[src/rtl/gf_packer_pkg.sv]
// Shared types and constants for the best-road track packer.
package gf_packer_pkg;

    localparam int WORD_W   = 32;
    localparam int ROADID_W = 21;
    localparam int ERR_W    = 2;

    localparam logic [2:0] HDR_TAG = 3'b001;
    localparam logic [2:0] EE_TAG  = 3'b011;

    typedef enum logic [2:0] {
        IDLE,
        READ,
        WAIT,
        HDR,
        PAR,
        EE
    } state_t;

    function automatic logic [WORD_W-1:0] make_header(input logic [ERR_W-1:0]    err,
                                                      input logic [ROADID_W-1:0] rid);
        return {HDR_TAG, err, 6'b0, rid};
    endfunction

endpackage

[src/rtl/gf_pend_counter.sv]
// Pending-track up/down counter with saturation at max and a sticky overflow flag.
module gf_pend_counter #(
    parameter int CNT_W = 6
) (
    input  logic             CLOCK,
    input  logic             reset,
    input  logic             inc,
    input  logic             dec,
    output logic [CNT_W-1:0] count,
    output logic             ovf
);

    localparam logic [CNT_W-1:0] CNT_MAX = '1;

    // NOTE: sequential state uses non-blocking (<=) so every flop samples pre-edge values.
    always_ff @(posedge CLOCK or posedge reset) begin
        if (reset) begin
            count <= '0;
            ovf   <= 1'b0;
        end else if (inc && !dec) begin
            if (count == CNT_MAX) ovf <= 1'b1;
            else                  count <= count + CNT_W'(1);
        end else if (dec && !inc) begin
            count <= count - CNT_W'(1);
        end
    end

endmodule

[src/rtl/roadid_track_packer.sv]
// Serialises best-road tracks (header + NPAR parameter words) and end-event words onto a 32-bit stream.
// Optional ROADID_PACKER_PARITY_EN adds out_par, the XOR of out_data, registered alongside it.
module roadid_track_packer
    import gf_packer_pkg::*;
#(
    parameter int NPAR  = 4,
    parameter int CNT_W = 6
) (
    input  logic                   CLOCK,
    input  logic                   reset,
    input  logic                   trk_avail,
    input  logic [ROADID_W-1:0]    ROADID_IN,
    input  logic [ERR_W-1:0]       road_errors_in,
    input  logic [WORD_W*NPAR-1:0] par_in,
    output logic                   roadid_re,
    input  logic                   ee_in,
    output logic                   ee_ack,
    output logic [WORD_W-1:0]      out_data,
    output logic                   out_valid,
    input  logic                   out_hold,
    output logic                   out_last,
    output logic                   cnt_ovf
`ifdef ROADID_PACKER_PARITY_EN
    ,
    output logic                   out_par
`endif
);

    localparam logic [2:0] LAST_IDX = 3'(NPAR - 1);

    state_t                   state, state_nxt;
    logic [2:0]               idx, idx_nxt;
    logic [15:0]              evt_cnt;
    logic [CNT_W-1:0]         count;
    logic [WORD_W*NPAR-1:0]   par_q;
    logic                     xfer;
    logic                     pending;
    logic [WORD_W-1:0]        data_nxt;
    logic                     valid_nxt;
    logic                     last_nxt;

    gf_pend_counter #(.CNT_W(CNT_W)) u_cnt (
        .CLOCK (CLOCK),
        .reset (reset),
        .inc   (trk_avail),
        .dec   (roadid_re),
        .count (count),
        .ovf   (cnt_ovf)
    );

    assign xfer = out_valid && !out_hold;
    // A pulse this cycle counts as pending so READ follows trk_avail by one cycle.
    assign pending = (count != '0) || trk_avail;

    // NOTE: every always_comb output gets a default first, so no path can infer a latch.
    always_comb begin
        state_nxt = state;
        idx_nxt   = idx;
        roadid_re = 1'b0;
        ee_ack    = 1'b0;
        case (state)
            IDLE: begin
                if (pending)    state_nxt = READ;
                else if (ee_in) state_nxt = EE;
            end
            READ: begin
                roadid_re = 1'b1;
                state_nxt = WAIT;
            end
            WAIT: state_nxt = HDR;
            HDR: begin
                if (xfer) begin
                    state_nxt = PAR;
                    idx_nxt   = 3'd0;
                end
            end
            PAR: begin
                if (xfer) begin
                    if (idx == LAST_IDX) begin
                        state_nxt = pending ? READ : IDLE;
                        idx_nxt   = 3'd0;
                    end else begin
                        idx_nxt = idx + 3'd1;
                    end
                end
            end
            EE: begin
                if (xfer) begin
                    ee_ack    = 1'b1;
                    state_nxt = IDLE;
                end
            end
            default: state_nxt = IDLE;
        endcase
    end

    // Output word for the coming cycle; a held word maps back onto itself.
    always_comb begin
        data_nxt  = '0;
        valid_nxt = 1'b0;
        last_nxt  = 1'b0;
        case (state_nxt)
            HDR: begin
                valid_nxt = 1'b1;
                data_nxt  = (state == WAIT) ? make_header(road_errors_in, ROADID_IN) : out_data;
            end
            PAR: begin
                valid_nxt = 1'b1;
                data_nxt  = par_q[WORD_W*int'(idx_nxt) +: WORD_W];
                last_nxt  = (idx_nxt == LAST_IDX);
            end
            EE: begin
                valid_nxt = 1'b1;
                data_nxt  = {EE_TAG, 13'b0, evt_cnt};
                last_nxt  = 1'b1;
            end
            default: ;
        endcase
    end

    always_ff @(posedge CLOCK or posedge reset) begin
        if (reset) begin
            state     <= IDLE;
            idx       <= 3'd0;
            evt_cnt   <= 16'd0;
            out_data  <= '0;
            out_valid <= 1'b0;
            out_last  <= 1'b0;
`ifdef ROADID_PACKER_PARITY_EN
            out_par   <= 1'b0;
`endif
        end else begin
            state     <= state_nxt;
            idx       <= idx_nxt;
            out_data  <= data_nxt;
            out_valid <= valid_nxt;
            out_last  <= last_nxt;
`ifdef ROADID_PACKER_PARITY_EN
            out_par   <= ^data_nxt;
`endif
            if (ee_ack) evt_cnt <= evt_cnt + 16'd1;
        end
    end

    // NOTE: par_q is pure datapath, always written before it is read, so it carries no reset.
    always_ff @(posedge CLOCK) begin
        if (state == WAIT) par_q <= par_in;
    end

endmodule

[config.mk]
export PLATFORM = sky130hd
export DESIGN_NAME = roadid_track_packer
export DESIGN_NICKNAME = d
export VERILOG_FILES = /design/src/rtl/gf_packer_pkg.sv /design/src/rtl/gf_pend_counter.sv /design/src/rtl/roadid_track_packer.sv
export SDC_FILE = /design/constraint.sdc
export NUM_CORES = 1
export LEC_CHECK = 0
export CAP_MARGIN = 20
export CELL_PAD_IN_SITES_DETAIL_PLACEMENT = 0
export CELL_PAD_IN_SITES_GLOBAL_PLACEMENT = 2
export CORE_UTILIZATION = 43
export DETAILED_ROUTE_END_ITERATION = 8
export DONT_BUFFER_PORTS = 1
export PLACE_DENSITY_LB_ADDON = 0.08
export SLEW_MARGIN = 5
export SYNTH_ARGS = -nofsm -noshare
export SYNTH_HDL_FRONTEND = slang
export SYNTH_SLANG_ARGS = --single-unit
[constraint.sdc]
create_clock -name CLOCK -period 5.1 [get_ports CLOCK]
set_input_delay 0.765 -clock CLOCK [delete_from_list [all_inputs] [get_ports CLOCK]]
set_output_delay 0.765 -clock CLOCK [all_outputs]
set_load 0.1 [all_outputs]
==> metrics.csv <==
metric,value,unit
synth_mux_area_share,10.90,%
drv_cap,0,
coreArea,17480,um^2
reg2reg_from,state[0],
max_stage_delay,0.58,ns
dp_slack,1.968,ns
synthXorXnorAreaFrac,2.134,%
status,completed,
post_dp_cell_area,8025,um^2
setup_tns,0,ns
finalWorstSetupSlack,2.107,ns
wl_per_cell,21.86,um
cts-resized-gates,0,
fmax,334.1,MHz
hold_viol_final,0,
cts.sinks,191,
root_buffer,clkbuf_16,
yosys-top-cells-area,"edfxtp_1, dfrtp_1, mux4_2, nor2_1, a21oi_1",
rsz0062_at_grt,false,
row_count,48,
rr_endpoint,u_cnt.count[5],
grt_pass1_wl,24.36,mm
ys_seq_area_share,69.52,%
drive_above_1_share,16.98,%
drt_iter0_drc,217,
yosysWarnings,0,
synthAdderAreaFrac,1.220,%
grt_max_degree,49,
syn_inst,502,
synth_area_leader_cell,edfxtp_1,
holdWs,0.3672,ns
syn_area,7796,um^2
holdCritPathClass,input port to asynchronous set/reset pin,
start_util,44.61,%
critPathMostFrequentCell,a21oi_1,
synth_top_family_by_area,multiplexers,
synth_area_per_cell,15.53,um^2
grt_antenna_before_repair,3,
pin_count,193,
final_area,8641,um^2
slew_headroom,36.04,%
reg2regPathDepth,9,
drc_errors,0,
critPathTopFamily,compound AO/OA/AOI/OAI gates,
fin_nets,674,
track_usage,18.38,%
clkLatencyLatePin,0.43,ns
cts_post_setup_buffers_inserted,0,
grt_pass1_vias,4242,
path_buf_inv,0,
io_buffers,0,
synth_compound_area_share,5.392,%
ir_worst_vdd,0.3262,mV
num-fill-cells,1462,
setup_viol,0,
synthesis.nets,665,
dp_hpwl,11.43,mm
die-height,136.7,um
syn_to_final_growth,10.83,%
worstSetupPathType,flop to flop,
cts.path.max_buffers,2,
synthSimpleGateAreaFrac,8.474,%
die_area,18670,um^2
crit_path_top_delay_cell,dfrtp_1,
grt-ovfl-total,0,
viasPerCell,5.459,
final.period_utilization,58.68,%
pwr_density_cell,677.8,nW/um^2
period_minus_slack,2.993,ns
cts_buffers,17,
ys_ff_latch,191,
synth_ff_type,edfxtp_1,
die_w,136.7,um
synth_top_area_share,49.30,%
async_flop_share,32.98,%
critPathMaxFanout,12,
rrSetupSlack,2.11,ns
finalMaxSlewViolations,0,
h-tree-depth,4,
hold_buffers,0,
place_congestion,0.7507,
yosys.cell_types.count,53,
cts.reportedPaths.clkPinSlew,0.08,ns
path_cells,or3b_1 > nand2_1 > ha_1 > a21o_1 > a21oi_1 > o21bai_1 > a21oi_1 > mux2_2 > a22oi_1,
post-route-util,49.44,%
start_kind,flop,
cts_tree,yes,
ant_nets,0,
fin_worst_skew,0.01448,ns
setup.worst_path.end_class,flop,
synth_edf_count,128,
routed_wl,16.41,mm
synth.most_common_cell,edfxtp_1,
worst_pin_slew,0.9595,ns
worstPathArrival,3.34,ns
cp.required,5.45,ns
num_vias,4100,
drtPass1Iterations,4,
p_leak,3.225,nW
yosys-top-cells-count,"edfxtp_1, dfrtp_1, nor2_1",
## per-layer routing
metal	share of wire, %	global-route usage (%)	vias to the layer above	wire, um
met5	0.079	0	-	13
met1	42	23.98	2036	6972
met3	8.6	7.444	12	1418
met2	48	28.00	142	7812
li1	-	-	1908	-
met4	1.2	5.864	2	195
## worst register-to-register path, stage by stage, from the launching register on
cell,delay (ns)
dfrtp_1,0.58
or3b_1,0.48
nand2_1,0.26
ha_1,0.29
a21o_1,0.18
a21oi_1,0.23
o21bai_1,0.09
a21oi_1,0.27
mux2_2,0.38
a22oi_1,0.17
## per-stage QoR
step / instances / total power [mW]
global route: 749 / 6.165
detailed placement: 716 / 4.575
CTS: 748 / 5.912
finish: 751 / 5.857
global placement: 716 / 4.540
floorplan: 502 / 4.234
## sequential cells by signal, indices dropped and copies added (netlist names)
register and flops:
par_q 128, out_data 32, evt_cnt 16, u_cnt.count 6, idx 3, state 3
out_last 1, out_valid 1, u_cnt.ovf 1
## area by class of cell
| cell class | instances | area, um^2 | area share (%) |
|---|---|---|---|
| sequential | 191 | 5420 | 62.73 |
| multi-input combinational | 281 | 2208 | 25.56 |
| clock buffer | 17 | 425.4 | 4.923 |
| tap | 225 | 281.5 | 3.258 |
| clock inverter | 15 | 170.2 | 1.969 |
| timing repair buffer | 12 | 97.59 | 1.129 |
| inverter | 8 | 32.53 | 0.3765 |
| antenna | 2 | 5.005 | 0.05792 |
## power by group
group	internal [mW]	switching [mW]	total [mW]	leakage, nW
clock	0.700	0.621	1.32	0.295
combinational	0.510	0.873	1.38	0.918
sequential	2.21	0.941	3.15	2.01
## cells by family after synthesis
logic type,Yosys count
compound gates,71
mux,44
xor+xnor,19
fa+ha+maj,7
simple gates,140
flops,191
buf+inv,30
## cells in the final DEF (no fill, tap or decap), drive strengths merged, types with 2 or more instances in the layout
cell type and instances:
a22o 7, nor2b 4, mux2i 8, nor4 2, mux2 4, edfxtp 128
nand3 6, nor3 5, nand4 3, clkinv 6, xnor2 13, nor2 63
diode 2, a22oi 3, mux4 32, inv 16, nand2 34, nand2b 6
xor2 6, ha 6, a21o 2, a21oi 29, and3 4, buf 12
dfrtp 63, and2 2, clkbuf 17, o21ai 25
## worst max path at each step
stage / endpoint / startpoint / slack [ns] / depth (start not counted)
2_1_floorplan: out_data[27] / state[2] / 1.13 / 6
3_3_place_gp: out_data[30] / out_hold / 2.01 / 6
3_5_place_dp: out_data[30] / out_hold / 1.97 / 6
4_1_cts: out_data[30] / state[2] / 2.07 / 6
5_1_grt: out_data[30] / state[2] / 1.92 / 6
6_report: u_cnt.count[5] / state[0] / 2.11 / 9
No activity file was read; power rests on OpenSTA's default activity.
